## src/rtl/inst_fetch.sv

```systemverilog
// Instruction fetch front end: fetch PC, single-outstanding imem request,
// small instruction FIFO toward decode, and branch redirect with flush.
module inst_fetch #(
  parameter logic [31:0] RESET_PC   = 32'h0000_0000,
  parameter int unsigned FIFO_DEPTH = 2
) (
  input  logic        clk,
  input  logic        reset,
  output logic        imem_req_valid,
  input  logic        imem_req_ready,
  output logic [31:0] imem_req_addr,
  input  logic        imem_resp_valid,
  input  logic [31:0] imem_resp_data,
  output logic        inst_valid,
  input  logic        inst_ready,
  output logic [31:0] inst,
  output logic [31:0] inst_pc,
  input  logic        redirect_valid,
  input  logic [31:0] redirect_pc
);

  localparam int unsigned PTR_W = $clog2(FIFO_DEPTH);
  localparam int unsigned CNT_W = PTR_W + 1;

  typedef enum logic [1:0] {IDLE, WAIT, DROP} state_t;

  state_t             state_q, state_d;
  logic [31:0]        fetch_pc_q, fetch_pc_d;
  logic [31:0]        req_pc_q, req_pc_d;
  logic               req_valid_q, req_valid_d;
  logic [CNT_W-1:0]   cnt_q, cnt_d;
  logic [PTR_W-1:0]   rd_ptr_q, rd_ptr_d;
  logic [PTR_W-1:0]   wr_ptr_q, wr_ptr_d;
  logic               inst_valid_q, inst_valid_d;
  logic [31:0]        inst_q, inst_d;
  logic [31:0]        inst_pc_q, inst_pc_d;
  logic [31:0]        mem_data_q [FIFO_DEPTH];
  logic [31:0]        mem_pc_q   [FIFO_DEPTH];

  logic               hs;
  logic               push;
  logic               pop;
  logic [31:0]        head_data;
  logic [31:0]        head_pc;
  logic               unused_redirect_lsb;

  assign unused_redirect_lsb = ^redirect_pc[1:0];

  // Next-state, FIFO bookkeeping and registered output values
  always_comb begin
    state_d    = state_q;
    fetch_pc_d = fetch_pc_q;
    req_pc_d   = req_pc_q;
    cnt_d      = cnt_q;
    rd_ptr_d   = rd_ptr_q;
    wr_ptr_d   = wr_ptr_q;
    head_data  = 32'h0;
    head_pc    = 32'h0;

    hs   = req_valid_q & imem_req_ready;
    pop  = inst_valid_q & inst_ready;
    push = (state_q == WAIT) & imem_resp_valid & ~redirect_valid;

    case (state_q)
      IDLE: begin
        if (hs) begin
          req_pc_d   = fetch_pc_q;
          fetch_pc_d = fetch_pc_q + 32'd4;
          state_d    = WAIT;
        end
      end
      WAIT: if (imem_resp_valid) state_d = IDLE;
      DROP: if (imem_resp_valid) state_d = IDLE;
      default: state_d = IDLE;
    endcase

    // Redirect wins: an outstanding request becomes stale, buffer is flushed
    if (redirect_valid) begin
      fetch_pc_d = {redirect_pc[31:2], 2'b00};
      if (state_d == WAIT) state_d = DROP;
      cnt_d    = '0;
      rd_ptr_d = '0;
      wr_ptr_d = '0;
    end else begin
      if (push) wr_ptr_d = wr_ptr_q + PTR_W'(1);
      if (pop)  rd_ptr_d = rd_ptr_q + PTR_W'(1);
      cnt_d = cnt_q + CNT_W'(push) - CNT_W'(pop);
    end

    // The entry being written this cycle may become the head immediately
    if (push && (wr_ptr_q == rd_ptr_d)) begin
      head_data = imem_resp_data;
      head_pc   = req_pc_q;
    end else begin
      head_data = mem_data_q[rd_ptr_d];
      head_pc   = mem_pc_q[rd_ptr_d];
    end

    req_valid_d  = (state_d == IDLE) && (cnt_d < CNT_W'(FIFO_DEPTH));
    inst_valid_d = (cnt_d != '0);
    inst_d       = inst_valid_d ? head_data : inst_q;
    inst_pc_d    = inst_valid_d ? head_pc   : inst_pc_q;
  end

  always_ff @(posedge clk) begin
    if (reset) begin
      state_q      <= IDLE;
      fetch_pc_q   <= RESET_PC;
      req_pc_q     <= RESET_PC;
      req_valid_q  <= 1'b0;
      cnt_q        <= '0;
      rd_ptr_q     <= '0;
      wr_ptr_q     <= '0;
      inst_valid_q <= 1'b0;
      inst_q       <= 32'h0;
      inst_pc_q    <= 32'h0;
    end else begin
      state_q      <= state_d;
      fetch_pc_q   <= fetch_pc_d;
      req_pc_q     <= req_pc_d;
      req_valid_q  <= req_valid_d;
      cnt_q        <= cnt_d;
      rd_ptr_q     <= rd_ptr_d;
      wr_ptr_q     <= wr_ptr_d;
      inst_valid_q <= inst_valid_d;
      inst_q       <= inst_d;
      inst_pc_q    <= inst_pc_d;
    end
  end

  // Buffer storage needs no reset; occupancy is tracked by cnt_q
  always_ff @(posedge clk) begin
    if (!reset && push) begin
      mem_data_q[wr_ptr_q] <= imem_resp_data;
      mem_pc_q[wr_ptr_q]   <= req_pc_q;
    end
  end

  assign imem_req_valid = req_valid_q;
  assign imem_req_addr  = fetch_pc_q;
  assign inst_valid     = inst_valid_q;
  assign inst           = inst_q;
  assign inst_pc        = inst_pc_q;

endmodule

```

## config.mk

```make
export PLATFORM = sky130hd
export DESIGN_NAME = inst_fetch
export DESIGN_NICKNAME = d
export VERILOG_FILES = /design/src/rtl/inst_fetch.sv
export SDC_FILE = /design/constraint.sdc
export NUM_CORES = 1
export LEC_CHECK = 0
export CAP_MARGIN = 40
export CORE_MARGIN = 3
export CORE_UTILIZATION = 35
export CTS_CLUSTER_SIZE = 10
export DETAILED_ROUTE_END_ITERATION = 12
export SLEW_MARGIN = 10
export SYNTH_ARGS = -nofsm -noshare
export SYNTH_HDL_FRONTEND = slang
export SYNTH_SLANG_ARGS = --single-unit
export TNS_END_PERCENT = 1
```

## constraint.sdc

```tcl
create_clock -name clk -period 4.95 [get_ports clk]
set_input_delay 0.99 -clock clk [delete_from_list [all_inputs] [get_ports clk]]
set_output_delay 0.99 -clock clk [all_outputs]
set_load 0.02 [all_outputs]
```

### After elaboration in Yosys (flattened, before gate mapping)

Memories as Yosys holds them, arrays and structs flattened. A register that Yosys moved wholly into a read port is not among the register bits.
Cells that the tools add are included.

* add/subtract/negate cells: 5
* magnitude comparators: 1
* equality and inequality tests: 3
* reduce and logical (&&, ||, !) cells: 12
* bitwise gates (word level): 5
* muxes and demuxes: 13

Operator list (number)
* 32-bit 2-to-1 mux: 3
* 32-bit by 3-bit adder with 32-bit output, second input constant: 1
* 2-bit 2-to-1 mux: 5
* 2-bit nonzero test: 3
* 1-bit bitwise AND: 4
* 2-bit by 1-bit == test with 1-bit output, second input constant: 2
* 2-bit zero test: 2
* 1-bit 2-to-1 mux: 4
* 2-bit case mux with 2 select lines: 1
* 2-bit AND reduction: 2
* 2-bit OR reduction: 2
* 1-bit adder, second input constant: 2
* 2-bit by 1-bit adder with 2-bit output: 1
* 2-bit == test, second input constant: 1
* 1-bit logical AND: 2
* 2-bit less-than comparator, second input constant: 1
* 2-bit by 1-bit subtractor with 2-bit output: 1
* 1-bit zero test: 1
* 1-bit inverter: 1

* memories kept: 2
* bits in writable memories: 128
* register bits after elaboration: 72
* output and inout bits: 98
* input port bits: 70

Memories
* mem_data_q: words 2, width 32, read ports 1, clocked after memory_dff 1, write ports 1, RTL line 37 `logic [31:0] mem_data_q [FIFO_DEPTH];`
* mem_pc_q: words 2, width 32, read ports 1, clocked after memory_dff 1, write ports 1, RTL line 38 `logic [31:0] mem_pc_q [FIFO_DEPTH];`

### Longest topological paths before layout

* word-level depth: 8
* mapped depth: 13
* gate-level depth less buffers: 11

### Worst setup path before layout

Ideal clock, no wire load.

* path kind: input to register
* from: input reset
* to: register inst_q[10] (netlist: inst[10]) (read register of mem_data_q)
* setup time: 0.122 ns
* arrival: 5.221 ns
* path slack: -0.393 ns
* stages on the path: 7
* cells stage by stage: nand4bb_1 > buf_2 > clkbuf_1 > nor2_1 > nand2_1 > o22ai_1 > o31ai_1

RTL lines
* start: declaration: RTL line 8 `input logic reset,`
* end: declaration: RTL line 35 `logic [31:0] inst_q, inst_d;`

### Final worst setup path

* from: input inst_ready
* to: register inst_q[9] (netlist: inst[9]) (read register of mem_data_q)

* longest elaborated chain between the ends: 4
* elaborated cells on any way between the ends: 6
* classes of those cells: 1 x add/sub; 3 x mux; 1 x bitwise; 1 x reduce/logical

RTL lines
* start: declaration: RTL line 15 `input logic inst_ready,`
* 1-bit bitwise AND (*): RTL line 61 `pop = inst_valid_q & inst_ready;`
* 2-bit by 1-bit subtractor with 2-bit output: RTL line 87 `cnt_d = cnt_q + CNT_W'(push) - CNT_W'(pop);`
* 2-bit 2-to-1 mux: RTL line 78 `if (redirect_valid) begin`
* 2-bit nonzero test: RTL line 100 `inst_valid_d = (cnt_d != '0);`

Every way passes the cells marked *; elsewhere a longest branch is shown, timed or not.
A chain may end at the register's enable or synchronous reset.

==> flow_summary_export.csv <==
group,metric,value,unit
power_and_ir_drop,p_sw_share,22.39,%
yosys,synth_area,0.01119,sq mm
clock_tree,htree_num_levels,1,
timing,finalHoldViolations,0,
floorplan,initial_utilization,36.01,%
yosys,yosysMostFrequentCell,"dfxtp_1",
floorplan,ioPinCount,168,
drt,routed_via_density,5.420,
setup_path,critPathRequiredTime,5400,ps
yosys,synth_cell_types,52,
setup_path,crit_path_start_kind,"primary input",
timing,min_period,3359,ps
yosys,syn_inst,1116,
yosys,synth_area_per_cell,10.03,sq um
timing,timing.final.crit_share,67.85,%
setup_path,crit_arrival,3810,ps
power_and_ir_drop,p_leak,4.631,nW
grt,antenna_found_initial,0,
clock_tree,post_cts_resized,0,
drt,firstDrtPassIters,5,
drt,post_drt_wl_per_cell,18.10,um
drt,ant_nets,0,
drt,drt_wl_total,29940,um
yosys,synth_top_area_share,33.28,%
yosys,ys_seq_area_share,56.54,%
setup_path,critPathKind,"in2reg",
power_and_ir_drop,power.switching,1.029,mW
power_and_ir_drop,powerDensity,327.6,mW/mm^2
finish,fin_cells,1654,
floorplan,die_h,184.8,um
yosys,synth_area_leaders,"edfxtp_1, dfxtp_1, a21oi_1, a32o_1, a22oi_1",
clock_tree,numCtsBuffers,30,
drt,vias,8964,
power_and_ir_drop,p_clk_share,43.4,%
setup_path,path_max_fanout,30,
floorplan,die_w,184.8,um
yosys,synth_warnings,0,
yosys,synthArstFlopShare,0,%
clock_tree,clk_pin_slew,50,ps
finish,fin_nets,1313,
clock_tree,cts_tree,"yes",
grt,grt_max_degree,80,
finish,area_growth,25.42,%
finish,fin_util,45.17,%
timing,fin_skew,9.842,ps
power_and_ir_drop,peakVddDrop,231.5,uV
floorplan,core_area,0.03107,sq mm
timing,slew_headroom,45.81,%
finish,diodes,0,
drt,drc,0,
power_and_ir_drop,p_int,3.568,mW
floorplan,rows,64,
clock_tree,clk_latency,540,ps
grt,grt_overflow,0,
status,status,"finished, final reports clean",
grt,grt_pass1_wl,47800,um
power_and_ir_drop,pwr-share-seq,49.8,%
yosys,synth_enable_flop_cells,124,
setup_path,crit_path_end_kind,"flop",
timing,timing.final.max_slew_violations,0,
place,io_buffer_count,161,
place,place_inst,1600,
yosys,synth_top_area_cell,"edfxtp_1",
clock_tree,clockBufferDepth,3,
timing,tightest_slew,812.8,ps
clock_tree,post-cts-setup-buffer-count,0,
timing,fin_setup_tns,0,ps
yosys,netlist_top_cells_count,"dfxtp_1, edfxtp_1, a21oi_1, nand2_1, nor2_1",
worst_hold_path,hold_class,"reg2reg",
finish,drive_gt1_share,5.723,%
timing,finalSetupViolations,0,
power_and_ir_drop,combPwrFrac,6.8,%
clock_tree,clock-sinks,254,
finish,design_area,0.01403,sq mm
clock_tree,holdBufCountCts,0,
place,dpl_cell_area,0.01315,sq mm
yosys,synth-seq-cells,254,
place,place.gp.congestion,0.7724,
timing,grt_setup_unrepaired,"no",
drt,drtIter0Drc,767,
place,hpwlAfterDp,18270,um
yosys,synth_ff_type,"dfxtp_1",
floorplan,dieArea,0.03415,sq mm
timing,max_freq,0.2977,GHz
grt,grt_pass1_vias,8857,
job,maxCapViolCount,0,
clock_tree,cts_root_buf,"clkbuf_16",
grt,grt_usage,17.17,%
## logic make-up (layout without fill, tap and decap cells)
| family | count (synthesis) | count (layout) | synth area share, % |
|---|---|---|---|
| AO/OA/AOI/OAI | 384 | 384 | 21.82 |
| flip-flops | 254 | 254 | 56.54 |
| multiplexers | 4 | 4 | 0.3578 |
| adder cells (fa/ha/maj) | 7 | 7 | 0.7827 |
| XOR/XNOR | 32 | 32 | 2.628 |
| AND/OR/NAND/NOR | 312 | 312 | 13.14 |
| buffers and inverters | 122 | 261 | 4.708 |
| other | 1 | 4 | 0.03351 |
## sequential cells by signal, summed over array words and instances (netlist names)
name	count
wr_ptr_q	1
inst_valid	1
imem_req_addr	30
inst_pc	30
mem_pc_q	60
req_pc_q	30
mem_data_q	64
imem_req_valid	1
rd_ptr_q	1
state_q	2
cnt_q	2
inst	32
## worst max-delay path: stages
cell,delay (ps)
clkdlybuf4s50_1,420
nand2_1,220
inv_1,130
ha_1,280
inv_1,60
ha_1,140
xnor3_1,250
nor2b_1,190
nor2_4,470
buf_12,270
o21ai_0,120
o31ai_1,240
## power by group through the flow
stage / clock [mW] / combinational (mW) / sequential [mW]
global placement: 0 / 0.304 / 2.33
global route: 2.14 / 0.343 / 2.29
CTS: 2.05 / 0.315 / 2.29
detailed placement: 0 / 0.313 / 2.33
finish: 2.00 / 0.312 / 2.29
floorplan: 0 / 0.133 / 2.34
## final cells by class
class                      instances  area [sq um]
clock buffer                      53         878.3
inverter                          26         97.59
fill                            2899         17040
timing repair buffer             181          1822
sequential                       254          6330
tap                              396         495.5
clock inverter                     1         8.758
multi-input combinational        743          4402
## layout by cell type (no fill, tap or decap), types with 7 or more instances in the layout
cell             netlist  routed
ha_1                   7       7
edfxtp_1             124     124
nand3_1               16      16
nand4_1               10      10
nor3_1                69      69
o21a_1                25      25
a21oi_1              109     109
buf_4                  6      15
nor4_1                 7       7
xor2_1                12      12
a22oi_1               52      52
inv_1                 26      26
o31ai_1                9       9
a32o_1                52      52
o21ai_1               45      45
clkdlybuf4s50_1        0     159
nand2_1               93      93
dfxtp_1              130     129
o22ai_1               10      10
xnor2_1               19      19
nor2_1                84      83
o21ai_0               74      74
clkbuf_1              60      20
clkbuf_16              0      31
## metal layers
metal  GRT usage (%)  vias up  part of all wire [%]
met5               0        -                     0
met1           24.07     4286                    46
met3           2.985       42                   5.7
met2           27.86      259                    46
li1                -     4377                     -
met4           4.142        0                   1.7
## final timing paths
path	startpoint	to	slack [ps]	depth (start not counted)
max	inst_ready	inst[9]$_SDFFE_PP0P_	1590	12
min	inst[12]$_SDFFE_PP0P_	inst[12]$_SDFFE_PP0P_	450	2
max reg2reg	state_q[1]$_SDFF_PP0_	inst[9]$_SDFFE_PP0P_	1970	12
min reg2reg	inst[12]$_SDFFE_PP0P_	inst[12]$_SDFFE_PP0P_	450	2
## per-stage QoR
step	setup WS (ps)	hold slack (ps)	power, mW
floorplan	854.0	447.4	2.477
global placement	1094	440.1	2.634
detailed placement	1034	438.3	2.643
CTS	1613	451.7	4.656
global route	1403	477.6	4.773
finish	1591	447.1	4.597
No activity file was read; power rests on OpenSTA's default activity.
